--- src/rtl/mux_n_1_reg_pkg.sv ---
// Shared definitions for mux_n_1_reg: output-stage FSM encoding, default sizes,
// and a clog2 helper for tools lacking $clog2.
package mux_n_1_reg_pkg;

  typedef enum logic {
    ST_EMPTY = 1'b0,
    ST_FULL  = 1'b1
  } mux_state_e;

  localparam int DEF_N = 4;
  localparam int DEF_W = 8;

  function automatic int clog2(input int v);
    int r;
    r = 0;
    for (int i = 0; i < 31; i++)
      if ((1 << i) < v) r = i + 1;
    return r;
  endfunction

endpackage

--- src/rtl/mux_n_1_reg_scan_ctr.sv ---
// mux_scan_ctr: mod-N channel scan pointer; advances on i_en, wraps N-1 -> 0.
module mux_scan_ctr #(
  parameter int N  = 4,
  parameter int SW = 2
) (
  input  logic          i_clk,
  input  logic          i_rst,
  input  logic          i_en,
  output logic [SW-1:0] o_cnt
);

  logic [SW-1:0] r_cnt;

  always_ff @(posedge i_clk or posedge i_rst) begin
    if (i_rst)                       r_cnt <= '0;
    else if (i_en) begin
      if (r_cnt == SW'(N - 1))       r_cnt <= '0;
      else                           r_cnt <= r_cnt + 1'b1;
    end
  end

  assign o_cnt = r_cnt;

endmodule

--- src/rtl/mux_n_1_reg.sv ---
// N:1, W-bit mux with a single registered valid/ready output slot and manual or
// auto-scan channel select. Define MUX_PARITY_EN to add the registered parity port P.
module mux_n_1_reg
  import mux_n_1_reg_pkg::*;
#(
  parameter  int N  = DEF_N,
  parameter  int W  = DEF_W,
  localparam int SW = (clog2(N) < 1) ? 1 : clog2(N)
) (
  input  logic           CLK,
  input  logic           RST,
  input  logic [N*W-1:0] D,
  input  logic [SW-1:0]  S,
  input  logic           SCAN,
  input  logic           IN_VALID,
  output logic           IN_READY,
  output logic [W-1:0]   F,
  output logic [SW-1:0]  SEL_OUT,
  output logic           ERR,
  output logic           OUT_VALID,
`ifdef MUX_PARITY_EN
  output logic           P,
`endif
  input  logic           OUT_READY
);

  mux_state_e r_state, w_state_nxt;

  logic [N-1:0][W-1:0] w_ch;
  logic [SW-1:0]       w_ptr, w_sel;
  logic [W-1:0]        w_data;
  logic                w_hit, w_accept, w_pop;
  logic [W-1:0]        r_f;
  logic [SW-1:0]       r_sel;
  logic                r_err;

  assign w_ch      = D;
  assign OUT_VALID = (r_state == ST_FULL);
  assign IN_READY  = !OUT_VALID || OUT_READY;
  assign w_accept  = IN_VALID && IN_READY;
  assign w_pop     = OUT_VALID && OUT_READY;
  assign w_sel     = SCAN ? w_ptr : S;

  mux_scan_ctr #(.N(N), .SW(SW)) u_scan (
    .i_clk (CLK),
    .i_rst (RST),
    .i_en  (w_accept && SCAN),
    .o_cnt (w_ptr)
  );

  // Compare-per-channel avoids indexing past N when N is not a power of two.
  always_comb begin
    w_data = '0;
    w_hit  = 1'b0;
    for (int k = 0; k < N; k++) begin
      if (w_sel == SW'(k)) begin
        w_data = w_ch[k];
        w_hit  = 1'b1;
      end
    end
  end

  always_ff @(posedge CLK or posedge RST) begin
    if (RST) r_state <= ST_EMPTY;
    else     r_state <= w_state_nxt;
  end

  always_comb begin
    w_state_nxt = r_state;
    case (r_state)
      ST_EMPTY: if (w_accept) w_state_nxt = ST_FULL;
      ST_FULL:  if (w_accept) w_state_nxt = ST_FULL;
                else if (w_pop) w_state_nxt = ST_EMPTY;
      default:  w_state_nxt = ST_EMPTY;
    endcase
  end

  always_ff @(posedge CLK or posedge RST) begin
    if (RST) begin
      r_f   <= '0;
      r_sel <= '0;
      r_err <= 1'b0;
    end else if (w_accept) begin
      r_f   <= w_data;
      r_sel <= w_sel;
      r_err <= !w_hit;
    end
  end

  assign F       = r_f;
  assign SEL_OUT = r_sel;
  assign ERR     = r_err;

`ifdef MUX_PARITY_EN
  logic r_p;
  always_ff @(posedge CLK or posedge RST) begin
    if (RST)           r_p <= 1'b0;
    else if (w_accept) r_p <= ^w_data;
  end
  assign P = r_p;
`endif

endmodule
--- config.mk ---
export PLATFORM = sky130hd
export DESIGN_NAME = mux_n_1_reg
export DESIGN_NICKNAME = d
export VERILOG_FILES = /design/src/rtl/mux_n_1_reg_pkg.sv /design/src/rtl/mux_n_1_reg_scan_ctr.sv /design/src/rtl/mux_n_1_reg.sv
export SDC_FILE = /design/constraint.sdc
export NUM_CORES = 1
export LEC_CHECK = 0
export CELL_PAD_IN_SITES_DETAIL_PLACEMENT = 1
export CELL_PAD_IN_SITES_GLOBAL_PLACEMENT = 1
export CORE_UTILIZATION = 22
export CTS_CLUSTER_SIZE = 8
export DETAILED_ROUTE_END_ITERATION = 10
export HOLD_SLACK_MARGIN = 0.1
export PLACE_DENSITY = 0.74
export SETUP_SLACK_MARGIN = 0.05
export SLEW_MARGIN = 15
export SYNTH_ARGS = -nofsm -noshare
export SYNTH_HDL_FRONTEND = slang
export SYNTH_SLANG_ARGS = --single-unit
--- constraint.sdc ---
create_clock -name CLK -period 1.6 [get_ports CLK]
set_clock_uncertainty 0.2 [all_clocks]
set_input_delay 0.24 -clock CLK [delete_from_list [all_inputs] [get_ports CLK]]
set_output_delay 0.24 -clock CLK [all_outputs]
set_load 0.01 [all_outputs]
== Word level (Yosys, flattened, before mapping) ==
Cells that the tools add are included.
W data, S select, Z words.

* Register bits after elaboration: 14
* Input bits: 39
* Output and inout port bits: 13
* Word-level logic and storage cells: 32

* $add $sub $neg: 1
* Equality and inequality tests: 4
* Multiplexer cells: 14
* Bitwise logic cells: 1
* Reductions and logical operators: 7

{| class="wikitable"
|+ Operators with widths
! operator !! number
|-
| $mux W8 || 4
|-
| $mux W1 || 7
|-
| $eq A2 B2 Y1 const B || 3
|-
| $mux W2 || 2
|-
| $logic_and A1 B1 Y1 || 3
|-
| $add A2 B1 Y2 const B || 1
|-
| $eq A2 B1 Y1 const B || 1
|-
| $logic_not A1 Y1 || 2
|-
| $logic_not A2 Y1 || 1
|-
| $pmux W1 S2 || 1
|-
| $logic_or A1 B1 Y1 || 1
|-
| $not A1 Y1 || 1
|}

== Longest topological paths before layout ==
Gate-level depths: netlist of run 1.

* Word-level depth: 7
* Gate-level depth with buffers: 5
* Depth with buffers taken out: 4

== Cells and area by module ==
A second synthesis of run 1 with hierarchy kept.

* Cells, all modules: 105
* Area total of the unflattened synthesis: 1,001.0 um^2

{| class="wikitable"
|+ By module, submodules not included
! module !! instances !! cells each !! area an instance (um^2) !! sequential area each (um^2)
|-
| mux_n_1_reg || 1 || 98 || 903.4 || 300.3
|-
| mux_scan_ctr || 1 || 7 || 97.6 || 50.0
|}

== Worst setup path before layout of run 1 ==
No wires, ideal clock.

* Path kind: register -> register
* Start point: register u_scan.r_cnt[1] (netlist: u_scan.o_cnt[1])
* End point: register r_f[0] (netlist: F[0])
* Data arrival time: 1,217 ps
* Path slack: 46 ps
* Cell stages (with the launch flop): 6
* Clock period less this slack: 1,554 ps
* Cell sequence: dfrtp_1 mux2i_1 buf_6 mux2_4 o22ai_1 a21oi_1

* Word-level cells in the longest chain between the ends: 6
* Elaborated cells on any way between the ends: 9
* Those cells by class: eq/ne (3); mux (5); reduce/logical (1)

{| class="wikitable"
|+ Ends and longest elaborated chain
! what !! RTL line !! RTL
|-
| start, declared || mux_n_1_reg_scan_ctr.sv:12 || <nowiki>logic [SW-1:0] r_cnt;</nowiki>
|-
| start signal, assigned || mux_n_1_reg_scan_ctr.sv:18 || <nowiki>else r_cnt <= r_cnt + 1'b1;</nowiki>
|-
| $mux W2 (*) || mux_n_1_reg.sv:42 || <nowiki>assign w_sel = SCAN ? w_ptr : S;</nowiki>
|-
| $logic_not A2 Y1 || mux_n_1_reg.sv:56 || <nowiki>if (w_sel == SW'(k)) begin</nowiki>
|-
| $mux W8 (3 in series) || mux_n_1_reg.sv:56 ||
|-
| $mux W8 (*) || mux_n_1_reg.sv:56 ||
|-
| end signal, assigned || mux_n_1_reg.sv:84 || <nowiki>r_f <= w_data;</nowiki>
|-
| end, declared || mux_n_1_reg.sv:33 || <nowiki>logic [W-1:0] r_f;</nowiki>
|}

Every way passes the cells marked *; elsewhere a longest branch is shown, timed or not.
A chain may end at the register's enable or synchronous reset.

== Final worst setup path of run 1 ==
* Start point: register u_scan.r_cnt[1] (netlist: u_scan.o_cnt[1])
* End point: register r_f[5] (netlist: F[5])

Same word-level chain as after synthesis.

==> run summary, run 1 <==
Status - complete, no violations
Clk_lat worst skew - 280 ps
Critical path depth - 5
Sequential fraction of the synthesis area - 0.457
Antenna violations before repair - 0
Synth warn - 0
Syn Nets - 109
Setup crit end kind - register
Total CTS buffers - 3
Placement Cell Area - 0.00141 mm2
Layout area overhead - 109%
Detailed Place HPWL - 1940 um
IO Pins - 52
CP arrival - 1570 ps
Setup TNS - 0 ps
H-tree Lvls - 1
Die Width - 61.0 um
RD Place Congestion - 0.689
Fillcell total - 385
Design Area, Final - 0.00161 mm2
Int Pwr - 1.20 mW
Setup violations, final - 0
Seq cells post-synth - 14
Synth top area share - 0.457
VDD IR max - 0.408 mV
Clock transition at the registers of the reported paths - 90 ps
Final worst path period need - 1590 ps
Total wire length - 2650 um
DP Worst Slack - -526 ps
Num Clock Sinks - 14
Syn avg cell area - 11.1 um2
Antenna fix cells - 0
Largest net degree at the start of global routing - 15
Sequential Power Share - 0.306
Bufs and invs on worst path - 1
WL/cell - 14.8 um
Unrepaired setup endpoints after global routing - yes
Layout cells sized above 1 - 0.391
Register area - 350 um2
Max Clk Rate - 629 MHz
Initial Util - 0.230
Final ANT Viol Nets - 0
Worst setup SP type - register
Max stage delay cell, worst path - dfrtp_1
Initial DRT Pass Iterations - 4
Port buffer count - 51
Fin nets - 174
Maxcap violations - 0
Initial detailed-routing violation count - 8
Worst Hold Margin - 304 ps
Critical path cell sequence - mux2i_4 -> buf_6 -> mux2_4 -> o22ai_4 -> a21oi_2
Max stage delay on crit path - 420 ps
Tightest Pin Transition - 220 ps
Via count - 831
WP data required - 1580 ps
Final hold vios - 0
Gr usage total - 0.147
Kind of critical path - register to register
Pleak - 0.658 nW
Hold Path Depth - 1
Clock Tree Buf Depth - 2
Core Util, Final - 0.481
HP Class - register to register
Switch share - 0.348
Switch Pwr - 0.639 mW
CTS tree - done
Number of cell rows - 21
Mean number of vias per cell - 4.64
Combinational power share - 0.550
Period utilization - 0.994
Synth unique cells - 17
Die Y - 61.0 um
Total gr overflow - 0
Cells after Synth - 69
Full die area - 0.00373 mm2
Cell Pwr Density - 1140 mW/mm2
R2R cell count - 5
CP Max Fanout - 6
Root Buffer - clkbuf_4
Mapped cell area - 767 um2
Largest area contributor in the netlist - dfrtp_1
Core Box Area - 0.00334 mm2
Residual DRC - 0
First-pass GRT wire length - 3960 um
Ranking of synthesized cells by area - dfrtp_1 (46%), mux2_4 (16%), o22ai_1 (13%)
Largest delay share family, worst path - multiplexers
Slew Viols, Final - 0
Vias in the first global route - 881
Clk pwr share - 0.143
Max_slew headroom - 0.853
Multi-input gate area - 546 um2
Final WS setup - 9.73 ps
metal layers:
metal | track usage | routed length, um | vias to the layer above
li1 | - | - | 389
met1 | 0.161 | 1030 | 403
met2 | 0.273 | 1400 | 35
met3 | 0.0252 | 194 | 4
met4 | 0.0682 | 27 | 0
met5 | 0 | 0 | -
what timing repair did:
item                       in CTS  in global routing
hold buffers                    1                  0
gates cloned                    1                  0
hold endpoints to repair       14                  0
setup endpoints to repair      21                 11
pin swaps                       7                  6
buffers inserted                3                  0
gates resized for setup        33                 14
stage by stage:
| stage | cells | total power [mW] |
|---|---|---|
| 2_1_floorplan | 69 | 0.968 |
| 3_3_place_gp | 172 | 1.39 |
| 3_5_place_dp | 172 | 1.42 |
| 4_1_cts | 181 | 1.83 |
| 5_1_grt | 179 | 1.95 |
| 6_report | 179 | 1.84 |
state kept, by name, summed over array words and instances, names as in the netlist:
name,flops
OUT_VALID,1
ERR,1
F,8
SEL_OUT,2
u_scan.o_cnt,2
worst register-to-register path, delay by kind of cell (launching register included):
kind / cells / cell delay (ps)
muxes: 2 / 520
DFF: 1 / 420
buffers and inverters: 1 / 180
AOI/OAI and AO/OA: 2 / 170
layout make-up:
type	count	area share
clock buffer	4	0.0226
inverter	1	0.00234
multi-input combinational	49	0.340
sequential	14	0.218
tap	46	0.0358
timing repair buffer	65	0.382
cell families (layout without fill, tap and decap cells):
group                    Yosys count  count (layout)  share of synthesized area
AO/OA/AOI/OAI                     26              26                      0.196
flip-flops                        14              14                      0.457
multiplexers                      12              12                      0.212
AND/OR/NAND/NOR                   10              10                     0.0767
buffers and inverters              6              70                     0.0424
adder cells (fa/ha/maj)            1               1                     0.0163
final timing paths:
path | startpoint | end | slack (ps)
worst max-delay path | u_scan.o_cnt[1] | F[5] | 10
worst min-delay path | ERR | ERR | 300
worst max register to register | u_scan.o_cnt[1] | F[5] | 10
worst min register to register | ERR | ERR | 300
max in group asynchronous | RST | u_scan.o_cnt[0] | 400
min in group asynchronous | RST | SEL_OUT[0] | 630
power by group through the flow:
stage          registers [mW]  clock network [mW]  logic [mW]
6_report                0.563               0.263        1.01
5_1_grt                 0.578               0.280        1.09
3_5_place_dp            0.558                   0       0.863
3_3_place_gp            0.555                   0       0.837
4_1_cts                 0.548               0.267        1.01
2_1_floorplan           0.585                   0       0.383
layout by cell type (no fill, tap or decap), drive strengths merged:
cell type	count
nand2b	3
dfrtp	14
nand2	1
inv	1
clkbuf	4
nand4	1
clkdlybuf4s15	1
nor2b	1
mux2	10
clkdlybuf4s50	36
a21oi	10
o22ai	16
dlygate4sd2	14
and2	1
dlygate4sd3	1
buf	13
nor2	3
mux2i	2
ha	1
synth_stat cells, drive strengths merged:
cell type and instances:
nand2b 3, dfrtp 14, nand2 1, nor2b 1, nor2 3, o22ai 16
clkbuf 2, nand4 1, mux2 10, buf 3, and2 1, mux2i 2
ha 1, a21oi 10, inv 1
Power figures use the tool's default switching activity.
==> run 2, diff against run 1 <==
--- a/config.mk
+++ b/config.mk
@@ -8,7 +8,6 @@
 export CELL_PAD_IN_SITES_DETAIL_PLACEMENT = 1
 export CELL_PAD_IN_SITES_GLOBAL_PLACEMENT = 1
 export CORE_UTILIZATION = 22
-export CTS_CLUSTER_SIZE = 8
 export DETAILED_ROUTE_END_ITERATION = 10
 export HOLD_SLACK_MARGIN = 0.1
 export PLACE_DENSITY = 0.74
==> results of run 2 <==
No change in the layout: final DEF, timing and power equal those of run 1.
